[src/rtl/mips_fetch_controller_if.sv]
// Fetch-side bus between the MIPS core, mips_fetch_controller and the instruction memory.
// The controller takes the slave modport; the core/memory side takes the master modport.
interface mips_fetch_controller_if;
  logic         FetchRequest;
  logic [31:0]  FetchAddress;
  logic         FetchFlush;
  logic [31:0]  InstructionOut;
  logic         InstructionValid;
  logic         FetchBusy;
  logic [31:0]  MemAddress;
  logic [127:0] MemLine;

  modport master (
    output FetchRequest, FetchAddress, FetchFlush, MemLine,
    input  InstructionOut, InstructionValid, FetchBusy, MemAddress
  );

  modport slave (
    input  FetchRequest, FetchAddress, FetchFlush, MemLine,
    output InstructionOut, InstructionValid, FetchBusy, MemAddress
  );
endinterface

[src/rtl/mips_fetch_controller.sv]
// Instruction-fetch sequencer with a single 128-bit line buffer in front of Mips_Instruction_Memory.
// Optional hit/miss performance counters are built when FETCH_PERF_COUNT_EN is defined.
module mips_fetch_controller #(
  parameter int MEM_LATENCY = 1
) (
  input  logic                    ClockPulse,
  input  logic                    Reset,
  mips_fetch_controller_if.slave  fetchBus
`ifdef FETCH_PERF_COUNT_EN
  ,
  output logic [15:0]             HitCount,
  output logic [15:0]             MissCount
`endif
);

  localparam logic [1:0] IDLE = 2'd0;
  localparam logic [1:0] WAIT = 2'd1;
  localparam logic [1:0] FILL = 2'd2;
  localparam logic [3:0] LAT_LOAD = 4'(MEM_LATENCY);

  logic [1:0]   state_r;
  logic [27:0]  lineTag_r;
  logic [127:0] lineData_r;
  logic         lineValid_r;
  logic [1:0]   wordIdx_r;
  logic [3:0]   latCnt_r;
  logic [31:0]  instrOut_r;
  logic         instrValid_r;
  logic         busy_r;
  logic [31:0]  memAddr_r;
  logic         accept_s;
  logic         hit_s;

  function automatic logic [31:0] selectWord(input logic [127:0] line, input logic [1:0] idx);
    logic [31:0] word;
    case (idx)
      2'd0:    word = line[31:0];
      2'd1:    word = line[63:32];
      2'd2:    word = line[95:64];
      2'd3:    word = line[127:96];
      default: word = 32'h0000_0000;
    endcase
    return word;
  endfunction

  // Request acceptance and line-buffer hit detection
  always_comb begin
    accept_s = 1'b0;
    hit_s    = 1'b0;
    if ((state_r == IDLE) && fetchBus.FetchRequest && !fetchBus.FetchFlush) begin
      accept_s = 1'b1;
      hit_s    = lineValid_r && (lineTag_r == fetchBus.FetchAddress[31:4]);
    end else begin
      accept_s = 1'b0;
      hit_s    = 1'b0;
    end
  end

  // Fetch FSM, line buffer and registered outputs; flush outranks everything but reset
  always_ff @(posedge ClockPulse) begin
    if (Reset) begin
      state_r      <= IDLE;
      lineTag_r    <= 28'h000_0000;
      lineData_r   <= 128'h0;
      lineValid_r  <= 1'b0;
      wordIdx_r    <= 2'd0;
      latCnt_r     <= 4'd0;
      instrOut_r   <= 32'h0000_0000;
      instrValid_r <= 1'b0;
      busy_r       <= 1'b0;
      memAddr_r    <= 32'h0000_0000;
    end else begin
      instrValid_r <= 1'b0;
      if (fetchBus.FetchFlush) begin
        lineValid_r <= 1'b0;
        state_r     <= IDLE;
        busy_r      <= 1'b0;
        latCnt_r    <= 4'd0;
      end else begin
        case (state_r)
          IDLE: begin
            if (accept_s) begin
              if (hit_s) begin
                instrOut_r   <= selectWord(lineData_r, fetchBus.FetchAddress[3:2]);
                instrValid_r <= 1'b1;
              end else begin
                memAddr_r <= {fetchBus.FetchAddress[31:4], 4'h0};
                wordIdx_r <= fetchBus.FetchAddress[3:2];
                latCnt_r  <= LAT_LOAD;
                busy_r    <= 1'b1;
                state_r   <= WAIT;
              end
            end
          end
          WAIT: begin
            latCnt_r <= latCnt_r - 4'd1;
            if (latCnt_r <= 4'd1) begin
              state_r <= FILL;
            end
          end
          FILL: begin
            lineData_r   <= fetchBus.MemLine;
            lineTag_r    <= memAddr_r[31:4];
            lineValid_r  <= 1'b1;
            instrOut_r   <= selectWord(fetchBus.MemLine, wordIdx_r);
            instrValid_r <= 1'b1;
            busy_r       <= 1'b0;
            latCnt_r     <= 4'd0;
            state_r      <= IDLE;
          end
          default: begin
            busy_r  <= 1'b0;
            state_r <= IDLE;
          end
        endcase
      end
    end
  end

  assign fetchBus.InstructionOut   = instrOut_r;
  assign fetchBus.InstructionValid = instrValid_r;
  assign fetchBus.FetchBusy        = busy_r;
  assign fetchBus.MemAddress       = memAddr_r;

`ifdef FETCH_PERF_COUNT_EN
  // Each accepted request bumps exactly one counter; aborted misses already counted here
  always_ff @(posedge ClockPulse) begin
    if (Reset) begin
      HitCount  <= 16'h0000;
      MissCount <= 16'h0000;
    end else if (accept_s) begin
      if (hit_s) begin
        HitCount <= HitCount + 16'h0001;
      end else begin
        MissCount <= MissCount + 16'h0001;
      end
    end
  end
`endif

endmodule

[src/flat_wrapper.sv]
// flat-port wrapper written by rule: the top's interface ports become plain ports
module mips_fetch_controller_flat 
#(
  parameter int MEM_LATENCY = 1
)
  (ClockPulse, Reset, fetchBus_FetchRequest, fetchBus_FetchAddress, fetchBus_FetchFlush, fetchBus_MemLine, fetchBus_InstructionOut, fetchBus_InstructionValid, fetchBus_FetchBusy, fetchBus_MemAddress);
  mips_fetch_controller_if fetchBus_i ();
  input  logic ClockPulse;
  input  logic Reset;
  input wire logic [$bits(fetchBus_i.FetchRequest)-1:0] fetchBus_FetchRequest;
  input wire logic [$bits(fetchBus_i.FetchAddress)-1:0] fetchBus_FetchAddress;
  input wire logic [$bits(fetchBus_i.FetchFlush)-1:0] fetchBus_FetchFlush;
  input wire logic [$bits(fetchBus_i.MemLine)-1:0] fetchBus_MemLine;
  output wire logic [$bits(fetchBus_i.InstructionOut)-1:0] fetchBus_InstructionOut;
  output wire logic [$bits(fetchBus_i.InstructionValid)-1:0] fetchBus_InstructionValid;
  output wire logic [$bits(fetchBus_i.FetchBusy)-1:0] fetchBus_FetchBusy;
  output wire logic [$bits(fetchBus_i.MemAddress)-1:0] fetchBus_MemAddress;
  assign fetchBus_i.FetchRequest = fetchBus_FetchRequest;
  assign fetchBus_i.FetchAddress = fetchBus_FetchAddress;
  assign fetchBus_i.FetchFlush = fetchBus_FetchFlush;
  assign fetchBus_i.MemLine = fetchBus_MemLine;
  assign fetchBus_InstructionOut = fetchBus_i.InstructionOut;
  assign fetchBus_InstructionValid = fetchBus_i.InstructionValid;
  assign fetchBus_FetchBusy = fetchBus_i.FetchBusy;
  assign fetchBus_MemAddress = fetchBus_i.MemAddress;
  mips_fetch_controller #(.MEM_LATENCY(MEM_LATENCY)) u_core (.ClockPulse(ClockPulse), .Reset(Reset), .fetchBus(fetchBus_i));
endmodule
[config.mk]
export PLATFORM = sky130hd
export DESIGN_NAME = mips_fetch_controller_flat
export DESIGN_NICKNAME = d
export VERILOG_FILES = /design/src/rtl/mips_fetch_controller_if.sv /design/src/rtl/mips_fetch_controller.sv /design/src/flat_wrapper.sv
export SDC_FILE = /design/constraint.sdc
export NUM_CORES = 1
export LEC_CHECK = 0
export ABC_AREA = 1
export CORE_AREA = 2 2 169 122
export DETAILED_ROUTE_END_ITERATION = 6
export DIE_AREA = 0 0 171 124
export MAX_ROUTING_LAYER = met4
export PLACE_DENSITY = 0.95
export SETUP_SLACK_MARGIN = 0.02
export SYNTH_ARGS = -nofsm -noshare
export SYNTH_HDL_FRONTEND = slang
export SYNTH_SLANG_ARGS = --single-unit
[constraint.sdc]
create_clock -name ClockPulse -period 5.2 [get_ports ClockPulse]
set_input_delay 1.04 -clock ClockPulse [delete_from_list [all_inputs] [get_ports ClockPulse]]
set_output_delay 1.04 -clock ClockPulse [all_outputs]
set_load 0.02 [all_outputs]
# Word level (Yosys, flattened, before mapping)
# Cells that the tools add are included.
# W data, S select, Z words.
dict set report classes {
  addsub 1
  order_cmp 1
  eq_ne 13
  mux 20
  bitwise_logic 3
  n_reduce_logical 16
}
# op n
set op_table {}
lappend op_table {{$pmux W32 S4} 2}
lappend op_table {{$mux W32} 2}
lappend op_table {{$pmux W32 S2} 1}
lappend op_table {{$eq A28 B28 Y1} 1}
lappend op_table {{$pmux W4 S3} 1}
lappend op_table {{$eq A2 B2 Y1 const B} 5}
lappend op_table {{$reduce_and A3 Y1} 3}
lappend op_table {{$mux W4} 2}
lappend op_table {{$reduce_and A4 Y1} 2}
lappend op_table {{$eq A2 B1 Y1 const B} 3}
lappend op_table {{$logic_not A2 Y1} 3}
lappend op_table {{$mux W1} 6}
lappend op_table {{$mux W2} 3}
lappend op_table {{$ne A2 B1 Y1 const B} 3}
lappend op_table {{$le A4 B1 Y1 const B} 1}
lappend op_table {{$pmux W1 S2} 2}
lappend op_table {{$pmux W2 S2} 1}
lappend op_table {{$sub A4 B1 Y4 const B} 1}
lappend op_table {{$logic_and A1 B1 Y1} 3}
lappend op_table {{$not A1 Y1} 3}
lappend op_table {{$reduce_bool A3 Y1} 1}
lappend op_table {{$ne A2 B2 Y1 const B} 1}
lappend op_table {{$reduce_and A2 Y1} 1}
lappend op_table {{$reduce_bool A2 Y1} 1}
lappend op_table {{2 further kinds} 2}
dict set report word_totals {
  ff_bits 227
  input_bits 164
  out_inout_bits 66
  wordCells 64
}

# Logic depth before layout (Yosys ltp)
# Gate-level depths: netlist (run 1).
dict set report logic_depth {
  word_depth 7
  mapped_depth 14
  ltp_nobuf 13
}

# Worst setup path before layout (run 1)
# Ideal clock, no wire load.
dict set report synth_path {
  path_kind {input to register}
  from {input port fetchBus_FetchAddress[8]}
  to {register u_core.instrOut_r[11], in the netlist u_core.fetchBus.InstructionOut[11]}
  arrival_time_ns 2.067
  t_required_ns 5.085
  slack_ns 3.018
  stages 10
  n_path_buf 1
  path_cell_list {xor2_1 -> nor2_1 -> nand3_1 -> nor2_2 -> nand3_4 -> nand2_8 -> buf_6 -> nand3_1 -> nand2_1 -> nor2_1}
}
dict set report synth_via {
  elab_chain_cells 5
}
# element line
set synth_rtl {}
lappend synth_rtl {{start, declared} flat_wrapper.sv:11} ;# input wire logic [$bits(fetchBus_i.FetchAddress)-1:0] fetchBus_FetchAddress;
lappend synth_rtl {{$eq A28 B28 Y1} mips_fetch_controller.sv:52} ;# hit_s = lineValid_r && (lineTag_r == fetchBus.FetchAddress[31:4]);
lappend synth_rtl {{$logic_and A1 B1 Y1} mips_fetch_controller.sv:52}
lappend synth_rtl {{$mux W1} mips_fetch_controller.sv:50} ;# if ((state_r == IDLE) && fetchBus.FetchRequest && !fetchBus.FetchFlush) begin
lappend synth_rtl {{$ne A2 B1 Y1 (no source line)} -}
lappend synth_rtl {{$reduce_and A4 Y1 (no source line)} -}
lappend synth_rtl {{end signal, assigned} mips_fetch_controller.sv:84} ;# instrOut_r <= selectWord(lineData_r, fetchBus.FetchAddress[3:2]);
lappend synth_rtl {{end signal, assigned} mips_fetch_controller.sv:105} ;# instrOut_r <= selectWord(fetchBus.MemLine, wordIdx_r);
lappend synth_rtl {{end, declared} mips_fetch_controller.sv:27} ;# logic [31:0] instrOut_r;
# No other way between the ends.
# A chain may end at the register's enable or synchronous reset.

# Worst setup path in the final report (run 1)
dict set report layout_path {
  from {input port fetchBus_FetchAddress[2]}
  to {register u_core.instrOut_r[29], in the netlist u_core.fetchBus.InstructionOut[29]}
}
dict set report layout_via {
  elab_chain_cells 5
  elab_cells_between_ends 8
  cone_classes {3 x eq/ne; 4 x mux; 1 x reduce/logical}
}
# element line
set layout_rtl {}
lappend layout_rtl {{$eq A2 B2 Y1 (tied with other cells)} mips_fetch_controller.sv:36} ;# case (idx)
lappend layout_rtl {{$pmux W32 S4 *} mips_fetch_controller.sv:36}
lappend layout_rtl {{$mux W32 *} mips_fetch_controller.sv:83} ;# if (hit_s) begin
lappend layout_rtl {{$mux W32 *} mips_fetch_controller.sv:82} ;# if (accept_s) begin
lappend layout_rtl {{$pmux W32 S2 *} mips_fetch_controller.sv:80} ;# case (state_r)
# Every way passes the cells marked *; elsewhere a longest branch is shown, timed or not. The select of a mux whose other input is x is not followed.

==> run summary, run 1 <==
Outcome
• complete, but fails checks — run status
• DRC — violated checks

Final layout
• 28.6% — Area Overhead vs Synth
• 1567 — number of inserted filler cells in the final layout
• 4540 um2 — Sequential Area
• 1896 — Final Net Count
• 5190 um2 — footprint of the multi-input gates
• 0.0373 — layout cell share with drive strength beyond 1
• 2013 — post-route insts no fill

Clock network
• 227 — clock sinks
• 0.06 ns — clock-pin slew of the registers on the worst-case setup and hold paths
• 0.51 ns — worst-skew pair later-pin latency
• done — CTS tree
• 3 — maximum clock path buffer count
• 0 — cts repair resizes
• 1 — count of H-tree levels built during CTS
• 0 — total setup buffers inserted after CTS
• 23 — CTS buffer count
• clkbuf_16 — CTS root buffer
• 0 — CTS Hold Buffers Added

Logic synthesis
• 227 — Synth Register Bits
• 29 — count of different cell masters after synthesis
• 0 — number of enable-type register cells in the synthesized netlist
• 0 — YS warnings
• dfxtp_1 — Primary FF master, synth
• 0 — FFs w/ async S/R, synth
• 6.71 um2 — synthesized area per cell
• 10600 um2 — netlist area before placement
• 1576 — post-synthesis cell count
• 0.430 — Seq/Total Area, Yosys

Route
• 7 — 1st-pass router iterations
• 34.2 mm — final WL
• 17.0 um — Avg WL per Cell
• 1517 — initial detailed-routing violation count
• 0 — antenna viol nets, final
• 16 — Residual DRC
• 11600 — total via count after detailed routing
• 5.76 — via count normalized by instance count

Placement
• 20.5 mm — half-perimeter wire length of the detailed placement result
• 1971 — count of placed standard cells including taps
• 223 — count of input and output buffers
• 0.869 — weighted congestion at the end of routability-driven global placement

Timing
• 3.34 ns — post-layout min period
• 0.0203 ns — Clock Skew
• 0 — final-report max-slew violation count
• 0 — number of setup violations in the final report
• 0 — total count of hold-check failures in the final report
• 0.642 — post-route clock period utilization
• 1.09 ns — transition at the pin with the smallest max-transition slack
• 0 ns — Final TNS setup
• 299 MHz — highest achievable clock rate
• no — setup repair after global routing missed its margin
• 0.271 — worst max-slew margin expressed relative to the limit

Global routing
• 131 — largest net degree at the start of global routing
• 52.4 mm — global-route wire length before repair
• 0 — GRT overflow
• 1 — antenna violations before repair
• 10600 — vias in the first global route
• 0.317 — global-route usage over all layers

Die
• 0.543 — effective utilization at floorplan
• 21200 um2 — die area
• 43 — Site Rows
• 124 um — die outline height
• 19500 um2 — Core Box Area
• 230 — num ports
• 171 um — die width

Worst setup path
• register — kind of end point of the critical path
• nand2_1 — library cell contributing the largest single delay on the critical path
• nand2_1 — Most Frequent Cell on Critical Path
• 0.65 ns — Max stage delay on crit path
• primary input — sort of element at the start of the critical path
• 3.73 ns — data arrival at the endpoint of the critical path
• in -> reg — kind of critical path
• 18 — largest fanout on the critical path
• 5.59 ns — data required time of the worst path
• clkdlybuf4s50_1, inv_1, nand2_1, buf_4, o21ai_0, a31oi_1, a21oi_1, nand3_1, nand2_1, nor2_1 — cells along the critical path

Hold path
• reg -> reg — class of the tightest hold or removal check

Power and ir drop
• 311 nW/um2 — Cell Pwr Density
• 0.205 mV — Peak VDD IR
• 5.47 nW — standby leakage power

Job
• 0 — maximum capacitance violations

==> logic make-up after synthesis <==
group / share of synthesized area
xor gates and xnor gates: 0.00580
AOI/OAI and AO/OA: 0.232
other: 0.000355
DFF: 0.430
buffers and inverters: 0.0840
adders and majority gates: 0.00710
and+or+nand+nor: 0.241
==> cell type report <==
| class | count | share of cell area |
|---|---|---|
| Clock inverter | 10 | 0.0115 |
| Antenna cell | 1 | 0.000184 |
| Multi-Input combinational cell | 1138 | 0.381 |
| Timing Repair Buffer | 237 | 0.174 |
| Tap cell | 270 | 0.0248 |
| Sequential cell | 227 | 0.334 |
| Clock buffer | 31 | 0.0467 |
| Inverter | 99 | 0.0277 |
==> worst max-delay path: cells and delay by family <==
kind	cells	cell delay, ns
buffers and inverters	3	1.38
AO/OA/AOI/OAI	3	0.43
AND/OR/NAND/NOR	4	0.87
==> report_power, final <==
part           total, mW  internal (mW)  switching, mW
clock network       1.75           1.06          0.692
logic              0.630          0.257          0.373
registers           1.85           1.81         0.0418
==> through the flow <==
stage                util  setup WS [ns]  area (um2)  power (mW)  hold WS [ns]
global placement    0.658           1.60       12800        2.48         0.439
global route        0.698           1.71       13600        4.36         0.496
CTS                 0.698           1.94       13600        4.23         0.474
floorplan               -           3.02       10600        2.21         0.432
detailed placement  0.658           1.48       12800        2.49         0.463
finish              0.698           1.86       13600        4.23         0.475
==> worst paths after layout <==
| kind | start | end | slack, ns | cells after the start |
|---|---|---|---|---|
| setup / recovery | fetchBus_FetchAddress[2] | u_core.fetchBus.InstructionOut[29]$_SDFFE_PP0P_ | 1.86 | 10 |
| hold reg to reg | u_core.lineTag_r[0]$_SDFFE_PP0P_ | u_core.lineTag_r[0]$_SDFFE_PP0P_ | 0.47 | 2 |
| hold / removal | u_core.lineTag_r[0]$_SDFFE_PP0P_ | u_core.lineTag_r[0]$_SDFFE_PP0P_ | 0.47 | 2 |
| setup reg to reg | u_core.state_r[0]$_SDFFE_PP0P_ | u_core.lineTag_r[11]$_SDFFE_PP0P_ | 1.88 | 10 |
==> routing by layer <==
layer / vias up / part of all wire / global-route usage
met3: 101 / 0.12 / 0.0648
li1: 5452 / - / -
met5: - / 0 / -
met2: 773 / 0.46 / 0.515
met4: 0 / 0.026 / 0.111
met1: 5268 / 0.40 / 0.397
==> Yosys cell counts, types with 2 or more instances <==
cell type	number	area [um2]
buf_4	4	30.0
nand3_1	71	355
dfxtp_1	227	4540
xnor2_1	4	35.0
o21ai_0	285	1430
nor2_2	3	18.8
inv_1	96	360
buf_2	20	100
xor2_1	3	26.3
clkbuf_1	83	312
nand4_1	2	12.5
nand2_1	241	905
ha_1	6	75.1
a21oi_1	160	801
inv_2	3	11.3
a31oi_1	32	200
buf_1	2	7.51
nor2_1	318	1190
buf_6	6	67.6
==> placed cells by master, fill, tap and decap left out, drive strengths merged <==
master / instances
nor3: 1
xnor2: 4
dfxtp: 227
nand2: 243
o22ai: 1
nor3b: 1
clkdlybuf4s50: 223
inv: 100
clkinv: 4
xor2: 3
nand3: 72
o31a: 1
nor2: 322
clkbuf: 31
buf: 14
o21ai: 285
a21oi: 160
diode: 1
clkinvlp: 1
nand4: 2
o211ai: 1
bufinv: 4
conb: 4
ha: 6
a31oi: 32
==> state kept, by name, summed over array words and instances, names as in the netlist <==
signal / flops
u_core.fetchBus.FetchBusy: 1
u_core.fetchBus.InstructionOut: 32
u_core.fetchBus.InstructionValid: 1
u_core.fetchBus.MemAddress: 28
u_core.latCnt_r: 4
u_core.lineData_r: 128
u_core.lineTag_r: 28
u_core.lineValid_r: 1
u_core.state_r: 2
u_core.wordIdx_r: 2
Note: power is estimated with default switching activity, not from simulation.
==> run 2, diff against run 1 <==
--- a/config.mk
+++ b/config.mk
@@ -6,11 +6,11 @@
 export NUM_CORES = 1
 export LEC_CHECK = 0
 export ABC_AREA = 1
-export CORE_AREA = 2 2 169 122
+export CORE_AREA = 2 2 185 132
 export DETAILED_ROUTE_END_ITERATION = 6
-export DIE_AREA = 0 0 171 124
+export DIE_AREA = 0 0 187 134
 export MAX_ROUTING_LAYER = met4
-export PLACE_DENSITY = 0.95
+export PLACE_DENSITY = 0.87
 export SETUP_SLACK_MARGIN = 0.02
 export SYNTH_ARGS = -nofsm -noshare
 export SYNTH_HDL_FRONTEND = slang
==> constraint.sdc (replaced) <==
create_clock -name ClockPulse -period 2.83 [get_ports ClockPulse]
set_input_delay 0.566 -clock ClockPulse [delete_from_list [all_inputs] [get_ports ClockPulse]]
set_output_delay 0.566 -clock ClockPulse [all_outputs]
set_load 0.02 [all_outputs]
==> run 2 against run 1 <==
Compared with the run above: the run now ends clean; die area rose by 18%; sequential share of layout area is 0.61 points lower; sequential power is 84% higher; combinational power up 90%; non-clock buffer count increased by 20; clock-buffer cell count rose by 2; largest power group unchanged.
==> run summary, run 2 (synthesis gave the netlist of run 1 again) <==
Global routing
• 10900 — vias in the first global route, was 10600
• 1 — antenna violations before repair, unchanged
• 54.7 mm — global-route wire length before repair, was 52.4 mm
• 112 — largest net degree at the start of global routing, was 131
• 0.274 — global-route usage over all layers, was 0.317
• 0 — GRT overflow, unchanged

Worst setup path
• 27 — largest fanout on the critical path, was 18
• 8 — Crit path depth, was 10
• 8 — number of cells on the worst reg-to-reg path, was 10
• u_core.state_r[0]$_SDFFE_PP0P_ — beginning of the critical path, was fetchBus_FetchAddress[2]
• 3.26 ns — data required time of the worst path, was 5.59 ns
• u_core.state_r[0]$_SDFFE_PP0P_ — Crit Reg-Reg Startpoint, unchanged
• register — kind of end point of the critical path, unchanged
• 0.61 ns — slack of the worst reg-to-reg path, was 1.88 ns
• u_core.lineTag_r[24]$_SDFFE_PP0P_ — termination of the worst setup path, was u_core.fetchBus.InstructionOut[29]$_SDFFE_PP0P_
• inv_1, ha_1, inv_2, nor2_4, inv_4, buf_4, o21ai_0, a21oi_1 — cells along the critical path, was clkdlybuf4s50_1, inv_1, nand2_1, buf_4, o21ai_0, a31oi_1, a21oi_1, nand3_1, nand2_1, nor2_1
• reg -> reg — kind of critical path, was in -> reg
• 4 — WP buf/inv, was 3
• register — sort of element at the start of the critical path, was primary input
• inv_2 — library cell contributing the largest single delay on the critical path, was nand2_1
• 0.41 ns — Max stage delay on crit path, was 0.65 ns
• buffers and inverters — cell type group with the largest total delay on the critical path, unchanged
• 2.65 ns — data arrival at the endpoint of the critical path, was 3.73 ns
• u_core.lineTag_r[24]$_SDFFE_PP0P_ — RR Endpoint, was u_core.lineTag_r[11]$_SDFFE_PP0P_

Job
• 0 — maximum capacitance violations, unchanged

Power and ir drop
• 549 nW/um2 — Cell Pwr Density, was 311 nW/um2
• 5.58 mW — Pint, was 3.12 mW
• 0.447 — sequential share of power, was 0.437
• 7.61 mW — total design power, was 4.23 mW
• 0.391 mV — Peak VDD IR, was 0.205 mV
• 0.267 — switching power as a share of total power, was 0.262
• 2.03 mW — switching power, was 1.11 mW
• 0.395 — power share of the clock group, was 0.414
• 5.57 nW — standby leakage power, was 5.47 nW
• 0.158 — combinational fraction of design power, was 0.149

Timing
• 0 — final-report max-slew violation count, unchanged
• 0.784 — post-route clock period utilization
• 0 — number of setup violations in the final report, unchanged
• 0.544 — worst max-slew margin expressed relative to the limit, was 0.271
• 0.0117 ns — Clock Skew, was 0.0203 ns
• 0 — total count of hold-check failures in the final report, unchanged
• 2.22 ns — post-layout min period
• 0.684 ns — transition at the pin with the smallest max-transition slack, was 1.09 ns
• 451 MHz — highest achievable clock rate
• no — setup repair after global routing missed its margin, unchanged
• 0.611 ns — final worst-path setup slack, was 1.86 ns
• 0 ns — Final TNS setup, unchanged

Die
• 25100 um2 — die area, was 21200 um2
• 230 — num ports, unchanged
• 134 um — die outline height, was 124 um
• 187 um — die width, was 171 um
• 0.453 — effective utilization at floorplan, was 0.543
• 23300 um2 — Core Box Area, was 19500 um2
• 47 — Site Rows, was 43

Final layout
• 128 — number of flip-flops in the largest register, unchanged
• nor2_1 (315), o21ai_0 (285), nand2_1 (241) — most frequent cells in the layout, unchanged
• 13900 um2 — post-route design area, was 13600 um2
• nor2_1 — most common library cell in the layout ignoring fill and taps, unchanged
• 31.0% — Area Overhead vs Synth, was 28.6%
• 1916 — Final Net Count, was 1896
• 0.593 — post-layout utilization of the core, was 0.698
• u_core.lineData_r — register containing the most flip-flops in the final layout, unchanged
• 0.0460 — layout cell share with drive strength beyond 1, was 0.0373

Route
• 0 — Residual DRC, was 16
• 5.56 — via count normalized by instance count, was 5.76
• 16.7 um — Avg WL per Cell, was 17.0 um
• 34.8 mm — final WL, was 34.2 mm
• 1258 — initial detailed-routing violation count, was 1517
• 11600 — total via count after detailed routing, about the same
• 6 — 1st-pass router iterations, was 7
• 0 — antenna viol nets, final, unchanged

Clock network
• 0 — cts repair resizes, unchanged
• 0.06 ns — clock-pin slew of the registers on the worst-case setup and hold paths, about the same
• 227 — clock sinks, unchanged
• 1 — count of H-tree levels built during CTS, unchanged
• 0 — total setup buffers inserted after CTS, unchanged
• clkbuf_16 — CTS root buffer, unchanged
• 23 — CTS buffer count, unchanged
• 0 — CTS Hold Buffers Added, unchanged
• done — CTS tree, unchanged
• 3 — maximum clock path buffer count, unchanged
• 0.51 ns — worst-skew pair later-pin latency, about the same

Placement
• 0.200 ns — worst slack after detailed placement, was 1.48 ns
• 22.3 mm — half-perimeter wire length of the detailed placement result, was 20.5 mm
• 0.863 — weighted congestion at the end of routability-driven global placement, was 0.869
• 13100 um2 — placed cell area, was 12800 um2
• 223 — count of input and output buffers, unchanged

Hold path
• reg -> reg — class of the tightest hold or removal check, unchanged

Outcome
• finished, final reports clean — run status, was complete, but fails checks

[run 2: cell types whose count changed in the layout (fill, tap and decap cells not counted), sizes merged]
cell	change
buf	+20
clkinvlp	-1
inv	-1
clkbuf	+2
bufinv	-2
[run 2: final cells by class]
cell class	count	area, um2
fillers	2047	9490
multi-input cells	1138	5190
flip-flops and latches	227	4540
repair buffers	257	2630
clock buffers	33	643
well taps	318	398
inverters	99	377
clock inverters	6	80.1
diodes	1	2.50
[run 2: how the worst min path moves through the flow]
| stage | end | start | depth (start not counted) | slack [ns] |
|---|---|---|---|---|
| after floorplan | u_core.lineValid_r$_SDFFE_PP0P_ | u_core.lineValid_r$_SDFFE_PP0P_ | 2 | 0.43 |
| after global placement | u_core.fetchBus.FetchBusy$_SDFFE_PP0P_ | u_core.fetchBus.FetchBusy$_SDFFE_PP0P_ | 2 | 0.44 |
| final | u_core.fetchBus.FetchBusy$_SDFFE_PP0P_ | u_core.fetchBus.FetchBusy$_SDFFE_PP0P_ | 2 | 0.46 |
| after CTS | u_core.fetchBus.FetchBusy$_SDFFE_PP0P_ | u_core.fetchBus.FetchBusy$_SDFFE_PP0P_ | 2 | 0.46 |
| after global routing | u_core.fetchBus.FetchBusy$_SDFFE_PP0P_ | u_core.fetchBus.FetchBusy$_SDFFE_PP0P_ | 2 | 0.48 |
| after detailed placement | u_core.fetchBus.FetchBusy$_SDFFE_PP0P_ | u_core.fetchBus.FetchBusy$_SDFFE_PP0P_ | 2 | 0.45 |
[run 2: power by group through the flow]
| stage | logic [mW] | registers (mW) | clock network [mW] |
|---|---|---|---|
| final | 1.20 | 3.40 | 3.01 |
| after detailed placement | 1.17 | 3.46 | 0 |
| after floorplan | 0.570 | 3.49 | 0 |
| after global routing | 1.30 | 3.41 | 3.17 |
| after CTS | 1.18 | 3.39 | 3.04 |
| after global placement | 1.14 | 3.46 | 0 |
[run 2: tightest hold or removal path: stages, from the launching register on]
cell and delay (ns):
dfxtp_1 0.31, inv_1 0.05, a21oi_1 0.05
[run 2: metal layers]
metal | routed length [um] | track usage | part of all wire | vias up
met2 | 15400 | 0.428 | 0.44 | 705
li1 | - | - | - | 5492
met5 | 0 | - | 0 | -
met1 | 14500 | 0.351 | 0.42 | 5253
met3 | 3740 | 0.0557 | 0.11 | 110
met4 | 1180 | 0.101 | 0.034 | 0
[run 2: through the flow]
stage                     instances  hold slack [ns]
after global routing           2079            0.483
after global placement         2039            0.441
final                          2079            0.460
after detailed placement       2039            0.452
after CTS                      2078            0.462
after floorplan                1579            0.432
